==> src/rtl/uart_pkg.sv <==
// -----------------------------------------------------------------------------
// uart_pkg
// Shared types and defaults for the UART receive byte assembler.
//   uart_rx_state_t         : FSM state encoding of the byte assembler
//   DEFAULT_SAMPLES_PER_BIT : default oversampling ratio
//   DEFAULT_DATA_BITS       : default data bits per frame
// -----------------------------------------------------------------------------
package uart_pkg;

    typedef enum logic [2:0] {
        IDLE   = 3'd0,
        DATA   = 3'd1,
        PARITY = 3'd2,
        STOP   = 3'd3,
        BREAK  = 3'd4,
        REARM  = 3'd5
    } uart_rx_state_t;

    localparam int unsigned DEFAULT_SAMPLES_PER_BIT = 8;
    localparam int unsigned DEFAULT_DATA_BITS       = 8;

endpackage

==> src/rtl/uart_rx_bit_timer.sv <==
// -----------------------------------------------------------------------------
// uart_rx_bit_timer
// Counts sample_trigger strobes and flags the centre of each bit period.
// Ports:
//   clk               system clock
//   rst               asynchronous active-low reset
//   clear_i           holds the counter at zero (FSM not timing a bit)
//   sample_trigger_i  one-clk oversampling strobe
//   bit_centre_o      one-clk strobe, high on the SamplesPerBit-th trigger
// -----------------------------------------------------------------------------
module uart_rx_bit_timer
    import uart_pkg::*;
#(
    parameter int unsigned SamplesPerBit = DEFAULT_SAMPLES_PER_BIT
) (
    input  logic clk,
    input  logic rst,
    input  logic clear_i,
    input  logic sample_trigger_i,
    output logic bit_centre_o
);

    localparam int unsigned    CntW    = $clog2(SamplesPerBit + 1);
    localparam logic [CntW-1:0] LastCnt = CntW'(SamplesPerBit - 1);

    logic [CntW-1:0] sample_cnt_q;
    logic [CntW-1:0] sample_cnt_d;
    logic            terminal;

    assign terminal = sample_trigger_i && (sample_cnt_q == LastCnt);

    always_comb begin
        // NOTE: default assignment first, so every path drives sample_cnt_d and no latch is inferred.
        sample_cnt_d = sample_cnt_q;
        if (clear_i || terminal) begin
            sample_cnt_d = '0;
        end else if (sample_trigger_i) begin
            sample_cnt_d = sample_cnt_q + 1'b1;
        end
    end

    always_ff @(posedge clk or negedge rst) begin
        if (!rst) begin
            sample_cnt_q <= '0;
        end else begin
            sample_cnt_q <= sample_cnt_d;
        end
    end

    // Combinational so the FSM samples raw_data in the same cycle as the trigger.
    assign bit_centre_o = terminal && !clear_i;

endmodule

==> src/rtl/uart_rx_byte_assembler.sv <==
// -----------------------------------------------------------------------------
// uart_rx_byte_assembler
// Samples the data and stop bits of a UART frame after start_bit_detector has
// found a start bit, emits the assembled word and flags framing errors, then
// re-arms the detector.
// Optional feature: define UART_RX_PARITY_EN to add a parity bit between the
// data and stop bits (parameter ParityOdd, output parity_error).
// Ports:
//   clk                 system clock
//   rst                 asynchronous active-low reset
//   sample_trigger      one-clk oversampling strobe
//   raw_data            synchronised RX line, idle high
//   start_bit_detected  level from start_bit_detector
//   detector_rst        one-clk synchronous reset to start_bit_detector
//   data                last correctly framed word
//   data_valid          one-clk pulse: data updated
//   framing_error       one-clk pulse: stop bit sampled low
//   busy                high in every state except IDLE
//   parity_error        (UART_RX_PARITY_EN only) one-clk pulse: parity mismatch
// -----------------------------------------------------------------------------
module uart_rx_byte_assembler
    import uart_pkg::*;
#(
    parameter int unsigned SamplesPerBit = DEFAULT_SAMPLES_PER_BIT,
    parameter int unsigned DataBits      = DEFAULT_DATA_BITS
`ifdef UART_RX_PARITY_EN
    ,
    parameter bit          ParityOdd     = 1'b0
`endif
) (
    input  logic                clk,
    input  logic                rst,
    input  logic                sample_trigger,
    input  logic                raw_data,
    input  logic                start_bit_detected,
    output logic                detector_rst,
    output logic [DataBits-1:0] data,
    output logic                data_valid,
    output logic                framing_error,
    output logic                busy
`ifdef UART_RX_PARITY_EN
    ,
    output logic                parity_error
`endif
);

    localparam int unsigned     IdxW    = $clog2(DataBits + 1);
    localparam logic [IdxW-1:0] LastIdx = IdxW'(DataBits - 1);

    uart_rx_state_t      state_q;
    logic [IdxW-1:0]     bit_idx_q;
    logic [DataBits-1:0] shift_q;
    logic [DataBits-1:0] data_q;
    logic                detector_rst_q;
    logic                data_valid_q;
    logic                framing_error_q;
    logic                busy_q;
    logic                timer_clear;
    logic                bit_centre;
`ifdef UART_RX_PARITY_EN
    logic                parity_bad_q;
    logic                parity_error_q;
`endif

    // The timer only runs while a bit is being timed; IDLE holds it at zero so
    // the first data bit is measured from the detection point.
    assign timer_clear = state_q inside {IDLE, BREAK, REARM};

    uart_rx_bit_timer #(
        .SamplesPerBit(SamplesPerBit)
    ) u_bit_timer (
        .clk             (clk),
        .rst             (rst),
        .clear_i         (timer_clear),
        .sample_trigger_i(sample_trigger),
        .bit_centre_o    (bit_centre)
    );

    always_ff @(posedge clk or negedge rst) begin
        if (!rst) begin
            state_q         <= REARM;
            detector_rst_q  <= 1'b1;
            busy_q          <= 1'b1;
            bit_idx_q       <= '0;
            shift_q         <= '0;
            data_q          <= '0;
            data_valid_q    <= 1'b0;
            framing_error_q <= 1'b0;
`ifdef UART_RX_PARITY_EN
            parity_bad_q    <= 1'b0;
            parity_error_q  <= 1'b0;
`endif
        end else begin
            // NOTE: non-blocking assignments throughout, so every register sees pre-edge values.
            data_valid_q    <= 1'b0;
            framing_error_q <= 1'b0;
`ifdef UART_RX_PARITY_EN
            parity_error_q  <= 1'b0;
`endif
            unique case (state_q)
                REARM: begin
                    state_q        <= IDLE;
                    detector_rst_q <= 1'b0;
                    busy_q         <= 1'b0;
                end
                IDLE: begin
                    if (start_bit_detected) begin
                        state_q   <= DATA;
                        busy_q    <= 1'b1;
                        bit_idx_q <= '0;
`ifdef UART_RX_PARITY_EN
                        parity_bad_q <= 1'b0;
`endif
                    end
                end
                DATA: begin
                    if (bit_centre) begin
                        // LSB arrives first, so shifting right leaves it at bit 0.
                        shift_q <= {raw_data, shift_q[DataBits-1:1]};
                        if (bit_idx_q == LastIdx) begin
                            bit_idx_q <= '0;
`ifdef UART_RX_PARITY_EN
                            state_q   <= PARITY;
`else
                            state_q   <= STOP;
`endif
                        end else begin
                            bit_idx_q <= bit_idx_q + 1'b1;
                        end
                    end
                end
`ifdef UART_RX_PARITY_EN
                PARITY: begin
                    if (bit_centre) begin
                        parity_bad_q <= (raw_data != ((^shift_q) ^ ParityOdd));
                        state_q      <= STOP;
                    end
                end
`endif
                STOP: begin
                    if (bit_centre) begin
                        if (raw_data) begin
`ifdef UART_RX_PARITY_EN
                            if (parity_bad_q) begin
                                parity_error_q <= 1'b1;
                            end else begin
                                data_q       <= shift_q;
                                data_valid_q <= 1'b1;
                            end
`else
                            data_q       <= shift_q;
                            data_valid_q <= 1'b1;
`endif
                            state_q        <= REARM;
                            detector_rst_q <= 1'b1;
                        end else begin
                            // Detector is left latched so a held-low line cannot re-trigger it.
                            framing_error_q <= 1'b1;
                            state_q         <= BREAK;
                        end
                    end
                end
                BREAK: begin
                    if (sample_trigger && raw_data) begin
                        state_q        <= REARM;
                        detector_rst_q <= 1'b1;
                    end
                end
                default: begin
                    state_q        <= REARM;
                    detector_rst_q <= 1'b1;
                    busy_q         <= 1'b1;
                end
            endcase
        end
    end

    assign detector_rst  = detector_rst_q;
    assign data          = data_q;
    assign data_valid    = data_valid_q;
    assign framing_error = framing_error_q;
    assign busy          = busy_q;
`ifdef UART_RX_PARITY_EN
    assign parity_error  = parity_error_q;
`endif

endmodule

==> config.mk <==
export PLATFORM = sky130hd
export DESIGN_NAME = uart_rx_byte_assembler
export DESIGN_NICKNAME = d
export VERILOG_FILES = /design/src/rtl/uart_pkg.sv /design/src/rtl/uart_rx_bit_timer.sv /design/src/rtl/uart_rx_byte_assembler.sv
export SDC_FILE = /design/constraint.sdc
export NUM_CORES = 1
export LEC_CHECK = 0
export CORE_MARGIN = 2
export CORE_UTILIZATION = 25
export CTS_CLUSTER_SIZE = 20
export DETAILED_ROUTE_END_ITERATION = 6
export PLACE_DENSITY = 0.43
export SYNTH_ARGS = -nofsm -noshare
export SYNTH_HDL_FRONTEND = slang
export SYNTH_SLANG_ARGS = --single-unit
==> constraint.sdc <==
create_clock -name clk -period 4.9 [get_ports clk]
set_clock_uncertainty 0.2 [all_clocks]
set_input_delay 0.49 -clock clk [delete_from_list [all_inputs] [get_ports clk]]
set_output_delay 0.49 -clock clk [all_outputs]
set_load 0.03 [all_outputs]
; ---- Word-level counts from Yosys, hierarchy flattened
; Cells that the tools add are included.
[totals]
mem_count = 0
out_inout_bits = 12
romBits = 0
in_bits = 5
ff_bits = 31
word_cells = 67
latchBits = 0
ram_bits = 0
[op_classes]
n_reduce_logical = 17
n_addsub = 2
div_mod_pow = 0
multipliers = 0
mux = 25
n_lt_le_gt_ge = 0
shift = 0
eq_ne = 12
bitwise_logic = 2
[op_table]
columns = operator, count
row1 = $mux 4, 5
row2 = $mux 3, 5
row3 = $pmux 3 s5, 1
row4 = $mux 1, 11
row5 = $ne 2x2->1 const B, 5
row6 = $add 4x1->4 const B, 2
row7 = $eq 4x3->1 const B, 2
row8 = $pmux 4 s2, 1
row9 = $eq 3x3->1 const B, 2
row10 = $reduce_and 3->1, 2
row11 = $reduce_and 5->1, 1
row12 = $pmux 1 s4, 1
row13 = $reduce_and 2->1, 2
row14 = $reduce_and 4->1, 1
row15 = $reduce_bool 2->1, 2
row16 = $eq 3x1->1 const B, 1
row17 = $eq 3x2->1 const B, 1
row18 = $logic_and 1x1->1, 3
row19 = $logic_not 3->1, 1
row20 = $pmux 1 s3, 1
row21 = $reduce_bool 3->1, 1
row22 = $reduce_or 3->1, 1
row23 = $ne 2x1->1 const B, 1
row24 = $not 1->1, 2
row25 = other kinds (3), 3

; ---- Logic depth before layout (Yosys ltp)
; Gate-level depths: netlist of run 1.
[depth]
ltp_word = 6
mapped_depth = 5
mapped_depth_nobuf = 5

; ---- Cells and area by module
; Synthesis of run 1 repeated with hierarchy kept, for this count alone.
[hier_totals]
hier_cells = 114
area_unflattened_um2 = 1397.6
[by_module_without_submodules]
columns = module, n_inst, cells_each, area_each_um2
row1 = uart_rx_byte_assembler, 1, 95, 1181.1
row2 = uart_rx_bit_timer, 1, 19, 216.5

; ---- Worst setup path before layout of run 1
; OpenSTA, ideal clock, no wires.
[synth_path]
path_type = register -> register
start = register u_bit_timer.sample_cnt_q[0]
end = register bit_idx_q[0]
stages_incl_launch_ff = 5
required_time_ns = 4.575
t_arrival_ns = 1.574
path_slack_ns = 3.002
path_cell_list = dfrtp_1 ha_1 nand4b_4 a2111oi_4 mux2_2
[synth_between]
elab_chain_len = 5
[synth_rtl]
columns = element, line_no
row1 = from (decl), uart_rx_bit_timer.sv:26  ; logic [CntW-1:0] sample_cnt_q;
row2 = from (signal assigned), uart_rx_bit_timer.sv:46  ; sample_cnt_q <= sample_cnt_d;
row3 = $eq 4x3->1, uart_rx_bit_timer.sv:30  ; assign terminal = sample_trigger_i && (sample_cnt_q == LastCnt);
row4 = $logic_and 1x1->1, uart_rx_bit_timer.sv:30
row5 = $logic_and 1x1->1, uart_rx_bit_timer.sv:51  ; assign bit_centre_o = terminal && !clear_i;
row6 = $ne 2x2->1 (no line), --
row7 = $reduce_and 3->1 (no line), --
row8 = to (signal assigned), uart_rx_byte_assembler.sv:128  ; bit_idx_q <= bit_idx_q + 1'b1;
row9 = to (decl), uart_rx_byte_assembler.sv:51  ; logic [IdxW-1:0] bit_idx_q;
; Every way passes these cells.
; A chain may end at the register's enable or synchronous reset.

; ---- Worst setup path after layout of run 1
[layout_path]
start = input sample_trigger
end = register bit_idx_q[0]
[layout_between]
elab_chain_len = 4
[layout_rtl]
columns = element, line_no
row1 = from (decl), uart_rx_byte_assembler.sv:33  ; input logic sample_trigger,
row2 = $logic_and 1x1->1, uart_rx_bit_timer.sv:30
row3 = $logic_and 1x1->1, uart_rx_bit_timer.sv:51
row4 = $ne 2x2->1 (no line), --
row5 = $reduce_and 3->1 (no line), --
; Every way passes these cells.

==> summary.md, run 1 <==
| Metric | Value |
|---|---|
| Yosys cell types | 35 |
| Ys Warns | 0 |
| Rows | 27 |
| Final max-slew violation count | 0 |
| Hold Path Class | register to register |
| DIE HEIGHT | 79.1 µm |
| Fillers | 563 |
| RSZ-0062 raised after global routing | no |
| Number of flops mapped to enable cells by yosys | 0 |
| Min Clock Period, post-route | 2.34 ns |
| First-pass GRT wire length | 4610 µm |
| Reg area | 781 µm² |
| Syn_nets | 123 |
| Clock insertion delay at the later pin of the skew report | 0.28 ns |
| Util after Layout | 32.0% |
| # Post-CTS Setup Buffers | 0 |
| DRC errors left | 0 |
| Core area | 0.00547 mm² |
| Yosys reg bits | 31 |
| Post-route setup slack | 2.56 ns |
| Fmax | 0.428 GHz |
| CTS sink cnt | 31 |
| Maximum VDD drop | 0.137 mV |
| Crit path DAT | 2.30 ns |
| Antenna Violating Nets Remaining | 0 |
| Cell area after synthesis | 0.00141 mm² |
| Most frequent cells in the layout | 27 x dfrtp_1, 17 x mux2_2, 16 x clkdlybuf4s50_1 |
| Hold buffer count at cts | 0 |
| Die width | 79.1 µm |
| Setup TNS | 0 ns |
| Setup-failing EPs final | 0 |
| Final #Nets | 141 |
| Initial antenna violation count | 0 |
| Post-CTS Resized | 0 |
| DRT Wirelength | 2640 µm |
| DR vias | 927 |
| Syn-to-layout area delta | 24.2% |
| DP Wirelength | 1830 µm |
| Async S/R FF share, synth | 100% |
| Routed len/inst | 12.8 µm |
| Proportion of layout cells with a drive suffix above 1 | 25.9% |
| Synth Flop Type | dfrtp_1 |
| Max-slew headroom | 69.8% |
| Area of the multi-input gates | 576 µm² |
| Status | completed |
| Power per cell area | 443 mW/mm² |
| Fin crit share | 47.7% |
| CTS tree | yes |
| Clock buffer count from CTS | 5 |
| Vias in the first global route | 974 |
| RePlAce Congestion | 0.743 |
| Worst Path Max Fanout | 8 |
| Largest net degree at the start of global routing | 32 |
| H-tree levels | 2 |
| Tot GR Track Use | 9.71% |
| Antenna diodes | 0 |
| I/O Buffers | 16 |
| CP Launch Type | input pin |
| Req. time, crit path | 4.86 ns |
| Die area | 0.00625 mm² |
| Initial Utilization | 25.7% |
| DRT iter0 DRCs | 48 |
| Clock-pin slew on the worst setup and hold paths | 0.06 ns |
| Worst Setup End Kind | register |
| Final Hold Fails | 0 |
| Most common cell after layout, fill and taps aside | dfrtp_1 |
| Setup CP Type | input pin to register |
| Post-synthesis sequential area ratio | 55.4% |
| Placed cell area | 0.00163 mm² |
| Max-cap violations | 0 |
| Total I/O pin count | 17 |
| DR pass1 iterations | 4 |
| Clk buf depth | 2 |
| Avg Cell Area, Syn | 12.1 µm² |
| Cells after Synth | 116 |
| Root Buffer Master | clkbuf_8 |
| Dpl ws | 2.25 ns |
| Vias per cell | 4.48 |
| Finished Cell Area | 0.00175 mm² |
| Actual slew at the worst max-slew pin | 0.453 ns |
| Leakage Power | 0.777 nW |
| Total gr overflow | 0 |
## routing by layer
metal,routed length [µm],vias to the layer above,share of wire [%],global-route usage [%]
li1,-,450,-,-
met1,1280,452,48,12.2
met2,1190,20,45,14.8
met3,132,5,5.0,3.64
met4,34,0,1.3,4.48
met5,0,-,0,0
## cells by family after synthesis
kind of cell,count (synthesis),synth area share (%)
simple gates,31,12.9
mux,18,14.3
xor+xnor,2,1.24
flops,31,55.4
buf+inv,11,3.73
fa+ha+maj,2,1.78
compound gates,21,10.7
## state kept, by name, indices dropped and copies added (netlist names)
signal	flops
detector_rst	1
u_bit_timer.sample_cnt_q	4
state_q	3
data	8
framing_error	1
data_valid	1
bit_idx_q	4
shift_q	8
busy	1
## worst paths after layout
kind / cells past startpoint / slack, ns / start / endpoint
setup / recovery: 4 / 2.56 / sample_trigger / bit_idx_q[0]
min in group asynchronous: 2 / 0.40 / rst / state_q[1]
hold reg to reg: 1 / 0.31 / data[3] / data[3]
max in group asynchronous: 2 / 3.78 / rst / detector_rst
hold / removal: 1 / 0.31 / data[3] / data[3]
setup reg to reg: 4 / 2.81 / u_bit_timer.sample_cnt_q[0] / bit_idx_q[0]
## report_power, final
part	switching, mW	total (mW)	leakage [nW]	internal (mW)
registers	0.0509	0.353	0.402	0.302
logic	0.0855	0.166	0.314	0.0800
clock network	0.0929	0.257	0.0612	0.164
## cell usage after synthesis (2+ instances only)
| cell type | n | area [µm²] |
|---|---|---|
| dfrtp_1 | 27 | 676 |
| mux2_2 | 17 | 191 |
| nor2_1 | 10 | 37.5 |
| o21ai_0 | 8 | 40.0 |
| nand2_1 | 6 | 22.5 |
| inv_1 | 5 | 18.8 |
| dfstp_2 | 4 | 105 |
| nand3_1 | 4 | 20.0 |
| a21oi_1 | 3 | 15.0 |
| buf_2 | 3 | 15.0 |
| a31oi_1 | 2 | 12.5 |
| clkbuf_1 | 2 | 7.51 |
| ha_1 | 2 | 25.0 |
| nor2b_1 | 2 | 12.5 |
## final cells by class
type | count | share of cell area (%)
Clock buffer | 6 | 4.72
Clock inverter | 2 | 2.00
Inverter | 5 | 1.07
Multi-Input combinational cell | 74 | 32.9
Sequential cell | 31 | 44.6
Tap cell | 72 | 5.15
Timing Repair Buffer | 17 | 9.58
## worst max-delay path: stages
cell and delay (ns):
clkdlybuf4s50_1 0.69, nand4b_4 0.19, a2111oi_4 0.54, mux2_2 0.39
## metrics by stage
stage / instances / hold WS (ns) / total power, mW
after global placement: 199 / 0.290 / 0.520
after CTS: 207 / 0.317 / 0.789
after detailed placement: 199 / 0.298 / 0.524
after global routing: 207 / 0.339 / 0.830
after floorplan: 116 / -0.00559 / 0.478
final: 207 / 0.314 / 0.776
Power figures use the tool's default switching activity.
==> run 2, diff against run 1 <==
--- a/config.mk
+++ b/config.mk
@@ -9,7 +9,7 @@
 export CORE_UTILIZATION = 25
 export CTS_CLUSTER_SIZE = 20
 export DETAILED_ROUTE_END_ITERATION = 6
-export PLACE_DENSITY = 0.43
+export PLACE_DENSITY = 0.45
 export SYNTH_ARGS = -nofsm -noshare
 export SYNTH_HDL_FRONTEND = slang
 export SYNTH_SLANG_ARGS = --single-unit
==> constraint.sdc (replaced) <==
create_clock -name clk -period 1.9 [get_ports clk]
set_clock_uncertainty 0.2 [all_clocks]
set_input_delay 0.19 -clock clk [delete_from_list [all_inputs] [get_ports clk]]
set_output_delay 0.19 -clock clk [all_outputs]
set_load 0.03 [all_outputs]
==> run 2 against run 1 <==
Largest cell class unchanged; register-to-register slack worse by 2.7 ns; die area stayed put; worst hold slack worse by 0.20 ns; highest routed layer unchanged; total power is 150% higher; critical path type is now register to register; setup slack worse by 2.5 ns; utilization is 1.6 points higher; clock power is 100% higher; combinational power grew to 3.2 times the previous value.
==> summary.md, run 2 (synthesis results as in run 1) <==
| Metric | Value |
|---|---|
| Syn-to-layout area delta | 30.3% (was 24.2%) |
| Worst Setup End Kind | register (unchanged) |
| Routed len/inst | 12.3 µm (was 12.8 µm) |
| Root Buffer Master | clkbuf_8 (unchanged) |
| Vias per cell | 4.42 (was 4.48) |
| Final #Nets | 153 (was 141) |
| Crit-path slowest cell | dfrtp_1 (was clkdlybuf4s50_1) |
| Initial antenna violation count | 0 (unchanged) |
| Power per cell area | 1060 mW/mm² (was 443 mW/mm²) |
| Maximum VDD drop | 0.439 mV (was 0.137 mV) |
| Max-cap violations | 0 (unchanged) |
| DRT iter0 DRCs | 46 (was 48) |
| Dpl ws | -0.143 ns (was 2.25 ns) |
| Vias in the first global route | 1,024 (was 974) |
| Worst reg2reg setup slack | 0.09 ns (was 2.81 ns) |
| Clock-pin slew on the worst setup and hold paths | 0.07 ns (was 0.06 ns) |
| DIE HEIGHT | 79.1 µm (unchanged) |
| Core area | 0.00547 mm² (unchanged) |
| Fin crit share | 95.5% |
| Setup CP Type | register to register (was input pin to register) |
| WHS | 0.112 ns (was 0.314 ns) |
| Hold Path Class | input pin to async pin (was register to register) |
| Rows | 27 (unchanged) |
| Max-slew headroom | 74.3% (was 69.8%) |
| Finished Layout Cells | 218 (was 207) |
| Proportion of layout cells with a drive suffix above 1 | 32.2% (was 25.9%) |
| Actual slew at the worst max-slew pin | 0.386 ns (was 0.453 ns) |
| Die area | 0.00625 mm² (unchanged) |
| CTS tree | yes (unchanged) |
| Final max-slew violation count | 0 (unchanged) |
| Overall power | 1.94 mW (was 0.776 mW) |
| Post-route setup slack | 0.0856 ns (was 2.56 ns) |
| Total gr overflow | 0 (unchanged) |
| DR vias | 964 (was 927) |
| Setup-failing EPs final | 0 (unchanged) |
| CTS sink cnt | 31 (unchanged) |
| RePlAce Congestion | 0.746 (was 0.743) |
| Die width | 79.1 µm (unchanged) |
| Total I/O pin count | 17 (unchanged) |
| I/O Buffers | 16 (unchanged) |
| Area of the multi-input gates | 583 µm² (was 576 µm²) |
| CP Launch Type | register (was input pin) |
| DRT Wirelength | 2680 µm (was 2640 µm) |
| Clk buf depth | 2 (unchanged) |
| Req. time, crit path | 1.85 ns (was 4.86 ns) |
| Min Clock Period, post-route | 1.81 ns |
| Setup TNS | 0 ns (unchanged) |
| Reg area | 781 µm² (unchanged) |
| Status | completed (unchanged) |
| Delay-heaviest family, CP | flip-flops (was buffers and inverters) |
| DRC errors left | 0 (unchanged) |
| Antenna diodes | 0 (unchanged) |
| Slowest stage delay, CP | 0.39 ns (was 0.69 ns) |
| Clock insertion delay at the later pin of the skew report | 0.27 ns (was 0.28 ns) |
| Worst Path Max Fanout | 9 (was 8) |
| Clock buffer count from CTS | 5 (unchanged) |
| Hold buffer count at cts | 0 (unchanged) |
| Most common cell after layout, fill and taps aside | dfrtp_1 (unchanged) |
| Critical path cell sequence | ha_2 -> and4b_1 -> buf_4 -> nand2_4 -> mux2_2 (was clkdlybuf4s50_1 -> nand4b_4 -> a2111oi_4 -> mux2_2) |
| Total placed cells including tap cells | 211 (was 199) |
| RSZ-0062 raised after global routing | no (unchanged) |
| Tot GR Track Use | 9.94% (was 9.71%) |
| Largest net degree at the start of global routing | 32 (unchanged) |
| Initial Utilization | 25.7% (unchanged) |
| Final Hold Fails | 0 (unchanged) |
| DP Wirelength | 1910 µm (was 1830 µm) |
| Util after Layout | 33.5% (was 32.0%) |
| Fmax | 0.551 GHz |
| DR pass1 iterations | 4 (unchanged) |
| First-pass GRT wire length | 4800 µm (was 4610 µm) |
| Crit path buffers/inverters | 1 (unchanged) |
| H-tree levels | 2 (unchanged) |
| Crit path DAT | 1.77 ns (was 2.30 ns) |
| Placed cell area | 0.00174 mm² (was 0.00163 mm²) |
| Finished Cell Area | 0.00184 mm² (was 0.00175 mm²) |
| Most frequent cells in the layout | 27 x dfrtp_1, 17 x mux2_2, 14 x clkdlybuf4s50_1 (was 27 x dfrtp_1, 17 x mux2_2, 16 x clkdlybuf4s50_1) |
| Antenna Violating Nets Remaining | 0 (unchanged) |
| Leakage Power | 0.863 nW (was 0.777 nW) |
| Fillers | 571 (was 563) |
[run 2: cell types whose count changed in the layout (fill, tap and decap cells not counted)]
cell and delta:
bufinv_16 -1, buf_4 +11, ha_2 +1, dlymetal6s2s_1 +2, clkdlybuf4s50_1 -2, nand2_4 +1
nand2_2 -1, ha_1 -1, buf_12 +1
[run 2: power by group]
part / leakage (nW) / internal, mW / switching, mW
registers: 0.402 / 0.779 / 0.107
clock network: 0.0470 / 0.284 / 0.230
logic: 0.415 / 0.278 / 0.260
total: 0.863 / 1.34 / 0.597
[run 2: path summary, 6_finish.rpt]
path                                                     to                        start  cells after the start
worst max register to register                   shift_q[5]  u_bit_timer.sample_cnt_q[0]                      5
worst min-delay path            u_bit_timer.sample_cnt_q[2]                          rst                      2
min in group clk                                 shift_q[0]                   shift_q[0]                      1
worst min register to register                   shift_q[0]                   shift_q[0]                      1
max in group asynchronous                        state_q[2]                          rst                      2
worst max-delay path                             shift_q[5]  u_bit_timer.sample_cnt_q[0]                      5
[run 2: per-layer routing]
metal / track usage (%) / up-vias / routed length, µm
met1: 13.1 / 471 / 1260
met2: 15.1 / 23 / 1250
met4: 3.10 / 0 / 24
li1: - / 465 / -
met3: 3.75 / 5 / 144
met5: 0 / - / 0
[run 2: worst reg2reg max path, cell delays in order (launching register included)]
cell	delay [ns]
dfrtp_1	0.39
ha_2	0.23
and4b_1	0.24
buf_4	0.17
nand2_4	0.12
mux2_2	0.36
[run 2: final cells by class]
| class | count | share of cell area, % |
|---|---|---|
| sequential | 31 | 42.5 |
| inverter | 5 | 1.02 |
| timing repair buffer | 29 | 15.0 |
| clock buffer | 6 | 4.50 |
| clock inverter | 1 | 0.273 |
| tap | 72 | 4.91 |
| multi-input combinational | 74 | 31.8 |
[run 2: timing repair]
action,4_1_cts,5_1_grt
buffers inserted,0,0
setup endpoints to repair,9,5
pin swaps,0,1
resized for setup,2,2
==> run 3, diff against run 2 <==
--- a/config.mk
+++ b/config.mk
@@ -5,6 +5,7 @@
 export SDC_FILE = /design/constraint.sdc
 export NUM_CORES = 1
 export LEC_CHECK = 0
+export CAP_MARGIN = 10
 export CORE_MARGIN = 2
 export CORE_UTILIZATION = 25
 export CTS_CLUSTER_SIZE = 20
==> results of run 3 <==
Same layout as run 2: the final DEF is identical, and so are final timing and power.
